$ cat src/rtl/ppi_pkg.sv
// Shared PPI definitions: data width, direction encodings and handshake flag bundle.
package ppi_pkg;

  localparam int unsigned PPI_DATA_W = 8;

  localparam logic DIR_IN  = 1'b1;
  localparam logic DIR_OUT = 1'b0;

  // Mode 1 handshake flags held per port.
  typedef struct packed {
    logic ibf;
    logic obf_n;
    logic intr;
    logic overrun;
  } hs_flags_t;

  localparam hs_flags_t HS_RESET = '{ibf: 1'b0, obf_n: 1'b1, intr: 1'b0, overrun: 1'b0};

endpackage

$ cat src/rtl/ppi_port_a_handshake_if.sv
// Port A Mode 1 bus: control-logic strobes, CPU data and peripheral pins.
//   slave  : the handshake controller side
//   master : the control logic / peripheral side that drives it
interface ppi_port_a_handshake_if
  import ppi_pkg::*;
#(
  parameter int unsigned WIDTH = PPI_DATA_W
);

  logic             enable;
  logic             dir_in;
  logic             inte;
  logic             cpu_rd;
  logic             cpu_wr;
  logic [WIDTH-1:0] cpu_wdata;
  logic [WIDTH-1:0] cpu_rdata;
  logic [WIDTH-1:0] pa_in;
  logic [WIDTH-1:0] pa_out;
  logic             pa_oe;
  logic             stb_n;
  logic             ack_n;
  logic             ibf;
  logic             obf_n;
  logic             intr;
  logic             overrun;

  modport slave (
    input  enable, dir_in, inte, cpu_rd, cpu_wr, cpu_wdata, pa_in, stb_n, ack_n,
    output cpu_rdata, pa_out, pa_oe, ibf, obf_n, intr, overrun
  );

  modport master (
    output enable, dir_in, inte, cpu_rd, cpu_wr, cpu_wdata, pa_in, stb_n, ack_n,
    input  cpu_rdata, pa_out, pa_oe, ibf, obf_n, intr, overrun
  );

endinterface

$ cat src/rtl/ppi_edge_det.sv
// One-flop sampler with fall/rise pulses for an already-synchronous active-low line.
//   clk, rst : clock, synchronous active-high reset (sampler resets to 1)
//   sig_i    : line to watch
//   fall_o   : current 0, previous 1
//   rise_o   : current 1, previous 0
module ppi_edge_det (
  input  logic clk,
  input  logic rst,
  input  logic sig_i,
  output logic fall_o,
  output logic rise_o
);

  logic sig_q;

  always_ff @(posedge clk) begin
    if (rst) sig_q <= 1'b1;
    else     sig_q <= sig_i;
  end

  assign fall_o = ~sig_i &  sig_q;
  assign rise_o =  sig_i & ~sig_q;

endmodule

$ cat src/rtl/ppi_port_a_handshake.sv
// PPI Port A strobed (Mode 1) handshake controller.
//   clk, rst : clock, synchronous active-high reset
//   bus      : control strobes, CPU data, Port A pins and handshake flags
// Input mode latches pa_in on STB fall and raises ibf/intr; output mode holds
// CPU data on pa_out with obf_n and completes on ACK.
module ppi_port_a_handshake
  import ppi_pkg::*;
#(
  parameter int unsigned WIDTH = PPI_DATA_W
) (
  input  logic                   clk,
  input  logic                   rst,
  ppi_port_a_handshake_if.slave  bus
);

  hs_flags_t        flags_q, flags_d;
  logic [WIDTH-1:0] in_q, in_d;
  logic [WIDTH-1:0] out_q, out_d;
  logic [1:0]       mode_q;
  logic             mode_chg;
  logic             stb_fall, stb_rise, ack_fall, ack_rise;

  ppi_edge_det u_stb_det (
    .clk    (clk),
    .rst    (rst),
    .sig_i  (bus.stb_n),
    .fall_o (stb_fall),
    .rise_o (stb_rise)
  );

  ppi_edge_det u_ack_det (
    .clk    (clk),
    .rst    (rst),
    .sig_i  (bus.ack_n),
    .fall_o (ack_fall),
    .rise_o (ack_rise)
  );

  // Any change of enable/dir_in abandons the open handshake.
  assign mode_chg = ({bus.enable, bus.dir_in} != mode_q);

  // State registers; mode_q loads the live mode during reset so leaving reset is not a mode change.
  always_ff @(posedge clk) begin
    if (rst) begin
      flags_q <= HS_RESET;
      in_q    <= '0;
      out_q   <= '0;
      mode_q  <= {bus.enable, bus.dir_in};
    end else begin
      flags_q <= flags_d;
      in_q    <= in_d;
      out_q   <= out_d;
      mode_q  <= {bus.enable, bus.dir_in};
    end
  end

  // Next-state handshake logic.
  always_comb begin
    flags_d = flags_q;
    in_d    = in_q;
    out_d   = out_q;

    if (!bus.enable || mode_chg) begin
      flags_d = HS_RESET;
    end else if (bus.dir_in == DIR_IN) begin
      if (stb_rise && flags_q.ibf) flags_d.intr = 1'b1;
      if (bus.cpu_rd) begin
        flags_d.ibf     = 1'b0;
        flags_d.intr    = 1'b0;
        flags_d.overrun = 1'b0;
      end
      // A strobe coincident with a read refills the buffer without counting as overrun.
      if (stb_fall) begin
        in_d        = bus.pa_in;
        flags_d.ibf = 1'b1;
        if (flags_q.ibf && !bus.cpu_rd) flags_d.overrun = 1'b1;
      end
    end else begin
      if (ack_fall) flags_d.obf_n = 1'b1;
      if (ack_rise && flags_q.obf_n) flags_d.intr = 1'b1;
      // A write coincident with ACK wins: the buffer stays full with the new data.
      if (bus.cpu_wr) begin
        out_d         = bus.cpu_wdata;
        flags_d.obf_n = 1'b0;
        flags_d.intr  = 1'b0;
      end
    end

    if (!bus.inte) flags_d.intr = 1'b0;
  end

  assign bus.ibf       = flags_q.ibf;
  assign bus.obf_n     = flags_q.obf_n;
  assign bus.intr      = flags_q.intr;
  assign bus.overrun   = flags_q.overrun;
  assign bus.pa_out    = out_q;
  assign bus.pa_oe     = bus.enable & (bus.dir_in == DIR_OUT);
  assign bus.cpu_rdata = (bus.dir_in == DIR_IN) ? in_q : out_q;

endmodule

$ cat src/flat_wrapper.sv
// flat-port wrapper written by rule: the top's interface ports become plain ports
module ppi_port_a_handshake_flat import ppi_pkg::*;
#(
  parameter int unsigned WIDTH = PPI_DATA_W
)
  (clk, rst, bus_enable, bus_dir_in, bus_inte, bus_cpu_rd, bus_cpu_wr, bus_cpu_wdata, bus_pa_in, bus_stb_n, bus_ack_n, bus_cpu_rdata, bus_pa_out, bus_pa_oe, bus_ibf, bus_obf_n, bus_intr, bus_overrun);
  ppi_port_a_handshake_if #(.WIDTH(WIDTH)) bus_i ();
  input  logic clk;
  input  logic rst;
  input wire logic [$bits(bus_i.enable)-1:0] bus_enable;
  input wire logic [$bits(bus_i.dir_in)-1:0] bus_dir_in;
  input wire logic [$bits(bus_i.inte)-1:0] bus_inte;
  input wire logic [$bits(bus_i.cpu_rd)-1:0] bus_cpu_rd;
  input wire logic [$bits(bus_i.cpu_wr)-1:0] bus_cpu_wr;
  input wire logic [$bits(bus_i.cpu_wdata)-1:0] bus_cpu_wdata;
  input wire logic [$bits(bus_i.pa_in)-1:0] bus_pa_in;
  input wire logic [$bits(bus_i.stb_n)-1:0] bus_stb_n;
  input wire logic [$bits(bus_i.ack_n)-1:0] bus_ack_n;
  output wire logic [$bits(bus_i.cpu_rdata)-1:0] bus_cpu_rdata;
  output wire logic [$bits(bus_i.pa_out)-1:0] bus_pa_out;
  output wire logic [$bits(bus_i.pa_oe)-1:0] bus_pa_oe;
  output wire logic [$bits(bus_i.ibf)-1:0] bus_ibf;
  output wire logic [$bits(bus_i.obf_n)-1:0] bus_obf_n;
  output wire logic [$bits(bus_i.intr)-1:0] bus_intr;
  output wire logic [$bits(bus_i.overrun)-1:0] bus_overrun;
  assign bus_i.enable = bus_enable;
  assign bus_i.dir_in = bus_dir_in;
  assign bus_i.inte = bus_inte;
  assign bus_i.cpu_rd = bus_cpu_rd;
  assign bus_i.cpu_wr = bus_cpu_wr;
  assign bus_i.cpu_wdata = bus_cpu_wdata;
  assign bus_i.pa_in = bus_pa_in;
  assign bus_i.stb_n = bus_stb_n;
  assign bus_i.ack_n = bus_ack_n;
  assign bus_cpu_rdata = bus_i.cpu_rdata;
  assign bus_pa_out = bus_i.pa_out;
  assign bus_pa_oe = bus_i.pa_oe;
  assign bus_ibf = bus_i.ibf;
  assign bus_obf_n = bus_i.obf_n;
  assign bus_intr = bus_i.intr;
  assign bus_overrun = bus_i.overrun;
  ppi_port_a_handshake #(.WIDTH(WIDTH)) u_core (.clk(clk), .rst(rst), .bus(bus_i));
endmodule
$ cat config.mk
export PLATFORM = sky130hd
export DESIGN_NAME = ppi_port_a_handshake_flat
export DESIGN_NICKNAME = d
export VERILOG_FILES = /design/src/rtl/ppi_pkg.sv /design/src/rtl/ppi_port_a_handshake_if.sv /design/src/rtl/ppi_edge_det.sv /design/src/rtl/ppi_port_a_handshake.sv /design/src/flat_wrapper.sv
export SDC_FILE = /design/constraint.sdc
export NUM_CORES = 1
export LEC_CHECK = 0
export ABC_CLOCK_PERIOD_IN_PS = 3100
export BUFFER_PORTS_ARGS = -buffer_cell sky130_fd_sc_hd__buf_2
export CORE_AREA = 2 2 53 55
export CTS_BUF_LIST = sky130_fd_sc_hd__clkbuf_8 sky130_fd_sc_hd__clkbuf_16
export CTS_CLUSTER_SIZE = 20
export DETAILED_ROUTE_END_ITERATION = 6
export DIE_AREA = 0 0 55 57
export GPL_TIMING_DRIVEN = 0
export HOLD_SLACK_MARGIN = 0.03
export PLACE_DENSITY = 0.75
export SLEW_MARGIN = 15
export SYNTH_ARGS = -nofsm -noshare
export SYNTH_HDL_FRONTEND = slang
export SYNTH_SLANG_ARGS = --single-unit
$ cat constraint.sdc
create_clock -name clk -period 3.1 [get_ports clk]
set_clock_uncertainty 0.1 [all_clocks]
set_input_delay 0.31 -clock clk [delete_from_list [all_inputs] [get_ports clk]]
set_output_delay 0.31 -clock clk [all_outputs]
set_load 0.005 [all_outputs]
# Yosys cells after proc, flatten, opt, wreduce, memory -nomap -nowiden
# Index checks and enable logic that the tools add are counted.
dict set report totals {
  regBits 24
  latch_bits 0
  mem_bits_rw 0
  mem_bits_ro 0
  in_bits 25
  elab_cells 50
  mem_count 0
}
dict set report classes {
  n_addsub 0
  multipliers 0
  n_div 0
  n_lt_le_gt_ge 0
  n_eq_ne 2
  n_shift 0
  n_mux 11
  n_bitwise 12
  reduce_logical 16
}
# op n
set op_table {}
lappend op_table {{1-bit two-way mux} 8}
lappend op_table {{8-bit two-way mux} 1}
lappend op_table {{1-bit inverter} 7}
lappend op_table {{2-bit AND reduction} 3}
lappend op_table {{3-bit AND reduction} 2}
lappend op_table {{1-bit bitwise AND} 5}
lappend op_table {{2-bit two-way mux} 2}
lappend op_table {{2-bit nonzero test} 2}
lappend op_table {{1-bit logical AND} 3}
lappend op_table {{3-bit by 1-bit inequality test with 1-bit output, second input constant} 1}
lappend op_table {{3-bit nonzero test} 1}
lappend op_table {{3-bit OR reduction} 1}
lappend op_table {{1-bit logical NOT} 2}
lappend op_table {{2-bit inequality test} 1}
lappend op_table {{2-bit OR reduction} 1}
lappend op_table {{1-bit logical OR} 1}

# Depth between registers and ports, before layout
# Gate-level depths: netlist of the first run.
dict set report logic_depth {
  depth_word 7
  depth_mapped 5
  mapped_depth_nobuf 3
}

# By module
# From an unflattened synthesis of the first run, not the netlist that was laid out.
dict set report unflattened {
  hier_cells 116
  area_unflattened_um2 1167.4
}
# module n_inst cells_per_inst area_per_inst_um2 seq_area_each_um2
set modules_own_cells {}
lappend modules_own_cells {ppi_port_a_handshake 1 108 1087.3 440.4}
lappend modules_own_cells {ppi_edge_det 2 4 40.0 20.0}

# Worst setup path after synthesis of the first run
# OpenSTA, ideal clock, no wires.
dict set report synth_timing {
  kind {input -> register}
  start {input bus_dir_in}
  end {register u_core.out_q[0], in the netlist u_core.bus.pa_out[0]}
  setup_time_ps 72
  arrival_ps 1193
  t_required_ps 2928
  setup_slack_ps 1736
  path_stages 4
  cell_sequence {buf_6 or3b_4 nor2_8 mux2i_1}
}
dict set report synth_via {
  elab_chain_len 4
  word_cells_on_any_way 5
  cone_classes {eq/ne (1); bitwise (2); reduce/logical (2)}
}
# item line_no
set synth_lines {}
lappend synth_lines {{from (decl)} flat_wrapper.sv:11} ;# input wire logic [$bits(bus_i.dir_in)-1:0] bus_dir_in;
lappend synth_lines {{2-bit inequality test} ppi_port_a_handshake.sv:40} ;# assign mode_chg = ({bus.enable, bus.dir_in} != mode_q);
lappend synth_lines {{1-bit logical OR} ppi_port_a_handshake.sv:63} ;# if (!bus.enable || mode_chg) begin
lappend synth_lines {{1-bit inverter (no source line)} n/a}
lappend synth_lines {{3-bit AND reduction (no source line) *} n/a}
lappend synth_lines {{to (signal assigned)} ppi_port_a_handshake.sv:52} ;# out_q <= out_d;
lappend synth_lines {{to (decl)} ppi_port_a_handshake.sv:18} ;# logic [WIDTH-1:0] out_q, out_d;
# Mark *: on every way between the ends. The rest lies on a longest branch, timed or not.
# A chain may end at the register's enable or synchronous reset.

# Worst setup path in the final report of the first run
dict set report layout_timing {
  start {input bus_dir_in}
  end {output bus_cpu_rdata[7]}
}
dict set report layout_via {
  elab_chain_len 1
}
# item line_no
set layout_lines {}
lappend layout_lines {{8-bit two-way mux} ppi_port_a_handshake.sv:98} ;# assign bus.cpu_rdata = (bus.dir_in == DIR_IN) ? in_q : out_q;
lappend layout_lines {{to (decl)} flat_wrapper.sv:19} ;# output wire logic [$bits(bus_i.cpu_rdata)-1:0] bus_cpu_rdata;
# Every way passes these cells.

==> flow_summary.html, run 1 <==
<table>
<tr><th>Metric</th><th>Value</th></tr>
<tr><th colspan="2">Detailed routing</th></tr>
<tr><td>Total iterations of the first detailed-routing run</td><td>4</td></tr>
<tr><td>Detailed Route WL</td><td>around 2400 um</td></tr>
<tr><td>Vias/cell</td><td>between 4 and 5</td></tr>
<tr><td>Number of design rule violations left after detail routing</td><td>0</td></tr>
<tr><td>Total vias in the final route</td><td>about 930</td></tr>
<tr><td>Residual antenna-violating net count after detailed routing</td><td>0</td></tr>
<tr><td>DR iter-0 viols</td><td>9</td></tr>
<tr><td>Drt wl/cell</td><td>~12 um</td></tr>
<tr><th colspan="2">Logic synthesis</th></tr>
<tr><td>Async set or reset register ratio after synthesis</td><td>0%</td></tr>
<tr><td>Synthesized area divided by synthesized cell count</td><td>just over 10 sq um</td></tr>
<tr><td>Post-synth net total</td><td>about 140</td></tr>
<tr><td>Post-synthesis sequential element count</td><td>24</td></tr>
<tr><td>Top cell type's share of synthesized area</td><td>41.65%</td></tr>
<tr><td>Synth Flop Type</td><td>dfxtp_1</td></tr>
<tr><td>Count of synthesis-stage warnings from yosys</td><td>0</td></tr>
<tr><td>Ranking of synthesized cells by area</td><td>dfxtp_1 (42%), nand2b_1 (17%), mux2i_1 (14%), mux2_2 (7.8%), and3b_1 (2.3%)</td></tr>
<tr><td>Post-Syn Instances</td><td>around 110</td></tr>
<tr><td>EDFF count, synth</td><td>0</td></tr>
<tr><td>Sequential cell area fraction in the yosys report</td><td>41.65%</td></tr>
<tr><td>Combined area of all synthesized cells</td><td>1154 sq um</td></tr>
<tr><td>Largest area contributor in the synthesized netlist</td><td>dfxtp_1</td></tr>
<tr><td>Cell variety after synth</td><td>24</td></tr>
<tr><th colspan="2">Worst setup path</th></tr>
<tr><td>Highest-delay cell along the critical path</td><td>mux2_2</td></tr>
<tr><td>Endpoint kind of the worst setup timing path</td><td>output port</td></tr>
<tr><td>Required time of the critical path</td><td>about 2.7 ns</td></tr>
<tr><td>Critical path buffer and inverter count</td><td>4</td></tr>
<tr><td>Cell family with the largest share of critical-path delay</td><td>buffers and inverters</td></tr>
<tr><td>Largest driver fanout on the critical path</td><td>10</td></tr>
<tr><td>Crit path kind</td><td>in -&gt; out</td></tr>
<tr><td>Most numerous cell on the critical path</td><td>buf_2</td></tr>
<tr><td>Maximum cell stage delay along the critical path</td><td>about 0.37 ns</td></tr>
<tr><td>CP arrival</td><td>around 1.3 ns</td></tr>
<tr><td>Cell-by-cell trace of the critical path</td><td>buf_2, buf_6, buf_2, mux2_2, buf_2</td></tr>
<tr><td>CP startpoint kind</td><td>primary input</td></tr>
<tr><th colspan="2">Floorplan</th></tr>
<tr><td>I/O Pins</td><td>46</td></tr>
<tr><td>Starting density of the core</td><td>44.11%</td></tr>
<tr><td>Standard-cell row count</td><td>19</td></tr>
<tr><td>Vertical die dimension</td><td>57 um</td></tr>
<tr><td>Width of the die</td><td>55 um</td></tr>
<tr><td>Die Outline Area</td><td>~3100 sq um</td></tr>
<tr><td>Core area</td><td>about 2600 sq um</td></tr>
<tr><th colspan="2">Timing</th></tr>
<tr><td>Total negative setup slack</td><td>0 ns</td></tr>
<tr><td>Transition time of the tightest slew-check pin</td><td>approximately 0.37 ns</td></tr>
<tr><td>Fin crit period</td><td>around 1.7 ns</td></tr>
<tr><td>Final setup violation count</td><td>0</td></tr>
<tr><td>Highest clock rate</td><td>0.5981 GHz</td></tr>
<tr><td>Unrepaired setup endpoints after global routing</td><td>false</td></tr>
<tr><td>Final Hold Fails</td><td>0</td></tr>
<tr><td>Share of the cycle needed by the critical path after routing</td><td>around 54%</td></tr>
<tr><td>Final worst hold slack</td><td>roughly 0.070 ns</td></tr>
<tr><td>Number of max-slew violations in the final report</td><td>0</td></tr>
<tr><td>Worst slew margin</td><td>75.54%</td></tr>
<tr><th colspan="2">Global route</th></tr>
<tr><td>Antenna violations before repair</td><td>0</td></tr>
<tr><td>Met1 GRT Util</td><td>a little over a fifth</td></tr>
<tr><td>Met2 Usage GRT</td><td>approximately a quarter</td></tr>
<tr><td>Global routing's busiest layer</td><td>met2</td></tr>
<tr><td>Largest net degree at the start of global routing</td><td>14</td></tr>
<tr><td>Global routing met3 resource utilization</td><td>2.356%</td></tr>
<tr><td>Via count of the first global-routing pass</td><td>approximately 850</td></tr>
<tr><td>Wire length of the first global-routing pass</td><td>3732 um</td></tr>
<tr><td>GRT Util Overall</td><td>around 16%</td></tr>
<tr><td>Remaining global-route overflow</td><td>0</td></tr>
<tr><th colspan="2">Placement</th></tr>
<tr><td>Placed standard-cell area</td><td>1418 sq um</td></tr>
<tr><td>Placed Instances</td><td>190</td></tr>
<tr><td>Final weighted congestion in routability-driven placement</td><td>0.6452</td></tr>
<tr><td>Buffers added on ports</td><td>45</td></tr>
<tr><td>HPWL reported at the end of detailed placement</td><td>roughly 1800 um</td></tr>
<tr><th colspan="2">Run</th></tr>
<tr><td>Max Cap Viol</td><td>0</td></tr>
<tr><th colspan="2">Worst hold path</th></tr>
<tr><td>Min-delay worst type</td><td>in -&gt; reg</td></tr>
<tr><th colspan="2">Final layout</th></tr>
<tr><td>Leading cell type in the layout, fill and taps excluded</td><td>buf_2</td></tr>
<tr><td>Final Instance Count excl. Fillers</td><td>just under 200</td></tr>
<tr><td>Antenna fix cells</td><td>0</td></tr>
<tr><td>Fraction of layout cells with a size suffix above 1</td><td>approximately two fifths</td></tr>
<tr><td>Area growth syn-to-layout</td><td>27.66%</td></tr>
<tr><td>Commonest non-fill, non-tap cells in the layout</td><td>buf_2 (46), nand2b_1 (32), dfxtp_1 (24), mux2i_1 (16), mux2_2 (8)</td></tr>
<tr><td>Fillers</td><td>256</td></tr>
<tr><td>Nets</td><td>about 190</td></tr>
<tr><td>Final std cell area, no fill</td><td>between 1000 and 1500 sq um</td></tr>
<tr><th colspan="2">Clock network</th></tr>
<tr><td>Root buffer cell</td><td>clkbuf_8</td></tr>
<tr><td>Clock-pin slew reported for the worst setup and hold paths after clock tree synthesis</td><td>0.08 ns</td></tr>
<tr><td>Clock net sink count</td><td>24</td></tr>
<tr><td>Later-pin clock latency in the skew report</td><td>~0.26 ns</td></tr>
<tr><td>Count of hold-fix buffers inserted at cts</td><td>0</td></tr>
<tr><td>CTS resizes</td><td>0</td></tr>
<tr><td>Number of post-CTS setup repair buffers</td><td>0</td></tr>
<tr><td>Htree depth</td><td>1</td></tr>
<tr><td>Max Buffers Root-to-Sink</td><td>2</td></tr>
<tr><td>CTS tree</td><td>done</td></tr>
<tr><td>Number of clock buffers inserted by TritonCTS</td><td>3</td></tr>
<tr><th colspan="2">Run status</th></tr>
<tr><td>Result of the run</td><td>complete, no violations</td></tr>
<tr><th colspan="2">Power and ir drop</th></tr>
<tr><td>LEAKAGE</td><td>0.6747 nW</td></tr>
<tr><td>Power per standard cell area</td><td>approximately 400 nW/um^2</td></tr>
<tr><td>Max IR drop VDD</td><td>around 260 uV</td></tr>
</table>
[layout make-up]
type | count | area (sq um) | area share [%]
Inverter | 3 | 11.26 | 0.7647
Timing Repair Buffer | 45 | 225.2 | 15.29
Clock buffer | 4 | 55.05 | 3.738
Tap cell | 31 | 38.79 | 2.634
Buffer | 6 | 38.79 | 2.634
Multi-Input combinational cell | 81 | 623.1 | 42.31
Sequential cell | 24 | 480.5 | 32.63
[sequential cells by signal (all words and copies together) (netlist names)]
signal and count:
u_core.bus.ibf 1, u_core.bus.intr 1, u_core.bus.obf_n 1, u_core.bus.overrun 1, u_core.bus.pa_out 8, u_core.in_q 8, u_core.mode_q 2, u_core.u_ack_det.sig_q 1
u_core.u_stb_det.sig_q 1
[worst register-to-register path, delay by kind of cell, from the launching register on]
family | cells | cell delay (ns)
muxes | 1 | 0.23
and+or+nand+nor | 2 | 0.63
DFF | 1 | 0.37
[logic make-up (layout without fill, tap and decap cells)]
group / count (synthesis) / in the layout / synth area share (%)
AOI/OAI and AO/OA: 8 / 8 / 4.122
buffers and inverters: 9 / 58 / 4.338
DFF: 24 / 24 / 41.65
muxes: 24 / 24 / 21.69
and+or+nand+nor: 49 / 49 / 28.20
[metrics by stage]
stage / setup WS, ns / utilization (%) / total power, mW
floorplan: 1.736 / - / 0.3580
global placement: 1.428 / 54.21 / 0.3837
global route: 1.365 / 56.32 / 0.6163
CTS: 1.415 / 56.32 / 0.5932
detailed placement: 1.418 / 54.21 / 0.3852
finish: 1.428 / 56.32 / 0.5891
[power breakdown]
group          switching [mW]  total, mW  internal (mW)
Combinational          0.0266     0.0604         0.0337
Sequential            0.00404      0.318          0.314
Clock                  0.0980      0.211          0.113
[synthesized netlist by cell type (2+ instances only)]
library cell / number
mux2i_1: 16
or2_2: 2
nor2_1: 3
mux2_2: 8
and3b_1: 3
inv_1: 3
o21ai_0: 4
nand2_1: 2
dfxtp_1: 24
nand2b_1: 32
buf_6: 2
clkbuf_1: 3
[path summary, 6_finish.rpt]
path	startpoint	to	slack [ns]	depth (start not counted)
max	bus_dir_in	bus_cpu_rdata[7]	1.43	5
min reg2reg	u_core.in_q[2]	u_core.in_q[2]	0.38	2
min	bus_dir_in	u_core.mode_q[0]	0.07	1
max reg2reg	u_core.mode_q[0]	u_core.bus.pa_out[4]	1.69	3
[metal layers]
metal	up-vias	wire length (um)
li1	484	-
met1	417	1116
met2	31	1112
met3	2	139
met4	0	12
met5	-	0
No activity file was read; power rests on OpenSTA's default activity.
==> inputs of run 2 (changes only) <==
--- a/config.mk
+++ b/config.mk
@@ -5,7 +5,8 @@
 export SDC_FILE = /design/constraint.sdc
 export NUM_CORES = 1
 export LEC_CHECK = 0
-export ABC_CLOCK_PERIOD_IN_PS = 3100
+export ABC_AREA = 1
+export ABC_CLOCK_PERIOD_IN_PS = 1600
 export BUFFER_PORTS_ARGS = -buffer_cell sky130_fd_sc_hd__buf_2
 export CORE_AREA = 2 2 53 55
 export CTS_BUF_LIST = sky130_fd_sc_hd__clkbuf_8 sky130_fd_sc_hd__clkbuf_16
@@ -14,7 +15,7 @@
 export DIE_AREA = 0 0 55 57
 export GPL_TIMING_DRIVEN = 0
 export HOLD_SLACK_MARGIN = 0.03
-export PLACE_DENSITY = 0.75
+export PLACE_DENSITY = 0.74
 export SLEW_MARGIN = 15
 export SYNTH_ARGS = -nofsm -noshare
 export SYNTH_HDL_FRONTEND = slang
==> constraint.sdc (replaced) <==
create_clock -name clk -period 1.6 [get_ports clk]
set_clock_uncertainty 0.1 [all_clocks]
set_input_delay 0.16 -clock clk [delete_from_list [all_inputs] [get_ports clk]]
set_output_delay 0.16 -clock clk [all_outputs]
set_load 0.005 [all_outputs]
==> run 2 against run 1 <==
  * Total power up 100%
  * Count of clock-buffer cells in the layout stayed put
  * Register-to-register slack got worse by 1.3 ns
  * Area after synthesis shrank 3.4%
  * Core utilization rose by 3.1 points
  * Global-route usage increased by 1.4 points
  * Clock power rose by 97%
  * Non-clock buffer count is 11 higher
  * Final area rose by 5.5%
  * Routed wire length rose by 4.4%
  * Combinational power grew 140%
  * Largest cell class unchanged
==> flow_summary.html, run 2 <==
<table>
<tr><th>Metric</th><th>Value</th></tr>
<tr><th colspan="2">Run status</th></tr>
<tr><td>Result of the run</td><td>complete, no violations</td></tr>
<tr><th colspan="2">Logic synthesis</th></tr>
<tr><td>Complex-gate fraction of the synthesized area</td><td>5.387%</td></tr>
<tr><td>Count of synthesis-stage warnings from yosys</td><td>0</td></tr>
<tr><td>Synthesized area divided by synthesized cell count</td><td>approximately 6.5 sq um</td></tr>
<tr><td>Synth Flop Type</td><td>dfxtp_1</td></tr>
<tr><td>Post-synth net total</td><td>between 150 and 200</td></tr>
<tr><td>Top post-synthesis cells by count</td><td>nand2_1 (56), nor2_1 (40), inv_1 (26)</td></tr>
<tr><td>Most frequently used cell type in the post-synthesis netlist</td><td>nand2_1</td></tr>
<tr><td>Combined area of all synthesized cells</td><td>1115 sq um</td></tr>
<tr><td>Adder-cell share of the synthesized area</td><td>0%</td></tr>
<tr><td>Main combinational cell family by area after synthesis</td><td>simple AND/OR/NAND/NOR gates</td></tr>
<tr><td>Top cell type's share of synthesized area</td><td>43.10%</td></tr>
<tr><td>Post-Syn Instances</td><td>about 170</td></tr>
<tr><td>Ranking of synthesized cells by area</td><td>dfxtp_1 (43%), nand2_1 (19%), nor2_1 (13%), inv_1 (8.8%), o21ai_0 (4.0%)</td></tr>
<tr><td>Sequential cell area fraction in the yosys report</td><td>43.10%</td></tr>
<tr><td>Share of the synthesized netlist area taken by xor and xnor gates</td><td>0%</td></tr>
<tr><td>Post-synthesis sequential element count</td><td>24</td></tr>
<tr><td>EDFF count, synth</td><td>0</td></tr>
<tr><td>Cell variety after synth</td><td>17</td></tr>
<tr><td>Largest area contributor in the synthesized netlist</td><td>dfxtp_1</td></tr>
<tr><td>Async set or reset register ratio after synthesis</td><td>0%</td></tr>
<tr><td>Multiplexer fraction of the synthesized cell area</td><td>0%</td></tr>
<tr><td>Simple-gate portion of the synthesized area</td><td>between 30 and 40%</td></tr>
<tr><th colspan="2">Timing</th></tr>
<tr><td>Final Hold Fails</td><td>0</td></tr>
<tr><td>Highest clock rate</td><td>~0.69 GHz</td></tr>
<tr><td>Unrepaired setup endpoints after global routing</td><td>false</td></tr>
<tr><td>Final worst hold slack</td><td>between 0.02 and 0.025 ns</td></tr>
<tr><td>Transition time of the tightest slew-check pin</td><td>slightly above 0.4 ns</td></tr>
<tr><td>Number of max-slew violations in the final report</td><td>0</td></tr>
<tr><td>Final setup violation count</td><td>0</td></tr>
<tr><td>Worst setup slack after layout</td><td>between 0.1 and 0.15 ns</td></tr>
<tr><td>Fin crit period</td><td>between 1 and 1.5 ns</td></tr>
<tr><td>Share of the cycle needed by the critical path after routing</td><td>91.16%</td></tr>
<tr><td>Total negative setup slack</td><td>0 ns</td></tr>
<tr><td>Worst slew margin</td><td>about 72%</td></tr>
<tr><th colspan="2">Worst setup path</th></tr>
<tr><td>Maximum cell stage delay along the critical path</td><td>about 0.54 ns</td></tr>
<tr><td>Critical path buffer and inverter count</td><td>4</td></tr>
<tr><td>Highest-delay cell along the critical path</td><td>dlygate4sd3_1</td></tr>
<tr><td>Required time of the critical path</td><td>~1.7 ns</td></tr>
<tr><td>Launch point of the worst path</td><td>rst</td></tr>
<tr><td>Largest driver fanout on the critical path</td><td>10</td></tr>
<tr><td>CP arrival</td><td>1.58 ns</td></tr>
<tr><td>CP startpoint kind</td><td>primary input</td></tr>
<tr><td>RR Startpoint</td><td>u_core.mode_q[0]</td></tr>
<tr><td>Cell-by-cell trace of the critical path</td><td>dlygate4sd3_1, buf_2, clkinv_1, clkbuf_1, nand2_1, nor2_1</td></tr>
<tr><td>Cell family with the largest share of critical-path delay</td><td>buffers and inverters</td></tr>
<tr><td>Endpoint kind of the worst setup timing path</td><td>flip-flop</td></tr>
<tr><td>Crit path kind</td><td>in -&gt; reg</td></tr>
<tr><th colspan="2">Clock network</th></tr>
<tr><td>CTS resizes</td><td>0</td></tr>
<tr><td>Max Buffers Root-to-Sink</td><td>2</td></tr>
<tr><td>Clock net sink count</td><td>24</td></tr>
<tr><td>Htree depth</td><td>1</td></tr>
<tr><td>Clock-pin slew reported for the worst setup and hold paths after clock tree synthesis</td><td>0.08 ns</td></tr>
<tr><td>Later-pin clock latency in the skew report</td><td>approximately 0.27 ns</td></tr>
<tr><td>Root buffer cell</td><td>clkbuf_8</td></tr>
<tr><td>Number of clock buffers inserted by TritonCTS</td><td>3</td></tr>
<tr><td>CTS tree</td><td>done</td></tr>
<tr><th colspan="2">Placement</th></tr>
<tr><td>Final weighted congestion in routability-driven placement</td><td>approximately 0.8</td></tr>
<tr><td>Worst Setup Slack post-DPL</td><td>between 0.2 and 0.25 ns</td></tr>
<tr><td>HPWL reported at the end of detailed placement</td><td>~1800 um</td></tr>
<tr><td>Placed Instances</td><td>about 250</td></tr>
<tr><td>Placed standard-cell area</td><td>approximately 1400 sq um</td></tr>
<tr><td>Buffers added on ports</td><td>between 40 and 50</td></tr>
<tr><th colspan="2">Global route</th></tr>
<tr><td>GRT Util Overall</td><td>~17%</td></tr>
<tr><td>Wire length of the first global-routing pass</td><td>4008 um</td></tr>
<tr><td>Antenna violations before repair</td><td>0</td></tr>
<tr><td>Remaining global-route overflow</td><td>0</td></tr>
<tr><td>Via count of the first global-routing pass</td><td>997</td></tr>
<tr><td>Largest net degree at the start of global routing</td><td>14</td></tr>
<tr><th colspan="2">Floorplan</th></tr>
<tr><td>Starting density of the core</td><td>between 40% and 50%</td></tr>
<tr><td>Die Outline Area</td><td>between 3000 and 4000 sq um</td></tr>
<tr><td>Vertical die dimension</td><td>approximately 57 um</td></tr>
<tr><td>Standard-cell row count</td><td>19</td></tr>
<tr><td>I/O Pins</td><td>46</td></tr>
<tr><td>Core area</td><td>roughly 2600 sq um</td></tr>
<tr><td>Width of the die</td><td>55 um</td></tr>
<tr><th colspan="2">Detailed routing</th></tr>
<tr><td>Residual antenna-violating net count after detailed routing</td><td>0</td></tr>
<tr><td>Vias/cell</td><td>about 4.3</td></tr>
<tr><td>Drt wl/cell</td><td>between 9 and 10 um</td></tr>
<tr><td>DR iter-0 viols</td><td>12</td></tr>
<tr><td>Number of design rule violations left after detail routing</td><td>0</td></tr>
<tr><td>Total iterations of the first detailed-routing run</td><td>4</td></tr>
<tr><td>Detailed Route WL</td><td>2483 um</td></tr>
<tr><td>Total vias in the final route</td><td>1,130</td></tr>
<tr><th colspan="2">Final layout</th></tr>
<tr><td>Final std cell area, no fill</td><td>around 1600 sq um</td></tr>
<tr><td>Antenna fix cells</td><td>0</td></tr>
<tr><td>Leading cell type in the layout, fill and taps excluded</td><td>nand2_1</td></tr>
<tr><td>Fraction of layout cells with a size suffix above 1</td><td>approximately a quarter</td></tr>
<tr><td>Fillers</td><td>between 200 and 300</td></tr>
<tr><td>Area growth syn-to-layout</td><td>39.39%</td></tr>
<tr><td>Nets</td><td>259</td></tr>
<tr><td>Commonest non-fill, non-tap cells in the layout</td><td>nand2_1 (56), buf_2 (47), nor2_1 (40), inv_1 (26), dfxtp_1 (24)</td></tr>
<tr><td>Core occupancy in the finished layout</td><td>about three fifths</td></tr>
<tr><td>Final Instance Count excl. Fillers</td><td>264</td></tr>
<tr><th colspan="2">Worst hold path</th></tr>
<tr><td>Min-delay worst type</td><td>in -&gt; reg</td></tr>
<tr><td>Source of the worst hold timing path</td><td>bus_cpu_wdata[3]</td></tr>
<tr><th colspan="2">Run</th></tr>
<tr><td>Max Cap Viol</td><td>0</td></tr>
<tr><th colspan="2">Power and ir drop</th></tr>
<tr><td>Sum of internal, switching and leakage power</td><td>about 1.2 mW</td></tr>
<tr><td>Max IR drop VDD</td><td>slightly above 500 uV</td></tr>
<tr><td>Power per standard cell area</td><td>759.6 nW/um^2</td></tr>
<tr><td>LEAKAGE</td><td>approximately 0.85 nW</td></tr>
</table>
-- run 2: cell families (layout without fill, tap and decap cells) --
kind of cell,after synthesis,count (layout)
buffers and inverters,32,93
AOI/OAI and AO/OA,11,11
and+or+nand+nor,105,105
DFF,24,24
-- run 2: layout make-up --
type	instances	area (sq um)	area share (%)
buffer	5	36.28	2.335
clock buffer	4	55.05	3.543
inverter	27	101.3	6.522
multi-input combinational	116	496.7	31.96
sequential	24	480.5	30.92
tap	31	38.79	2.496
timing repair buffer	57	345.3	22.22
-- run 2: layer usage --
layer	global-route usage, %	wire length (um)	share of wire (%)	up-vias
met2	27.21	1119	45	28
met4	10.80	73	2.9	0
li1	-	-	-	631
met3	2.356	101	4.1	8
met1	21.98	1188	48	463
met5	0	0	0	-
-- run 2: timing repair --
item | 4_1_cts | 5_1_grt
setup buffers | 0 | 0
hold buffers | 12 | 0
endpoints found under the hold margin | 12 | 0
-- run 2: power breakdown --
group / switching [mW] / leakage, nW / internal, mW / total, mW
clock: 0.195 / 0.0288 / 0.220 / 0.415
sequential: 0.00775 / 0.195 / 0.611 / 0.619
combinational: 0.0736 / 0.623 / 0.0728 / 0.146
total: 0.276 / 0.847 / 0.904 / 1.18
-- run 2: worst paths after layout --
| check | to | slack [ns] | depth (start not counted) |
|---|---|---|---|
| hold reg to reg | u_core.in_q[1] | 0.39 | 2 |
| setup / recovery | u_core.in_q[2] | 0.14 | 6 |
| hold / removal | u_core.bus.pa_out[3] | 0.02 | 3 |
| setup reg to reg | u_core.in_q[6] | 0.43 | 6 |
-- run 2: tightest hold or removal path: cells and delay by family --
kind | cells | cell delay, ns
AND/OR/NAND/NOR | 2 | 0.12
buffers and inverters | 1 | 0.08
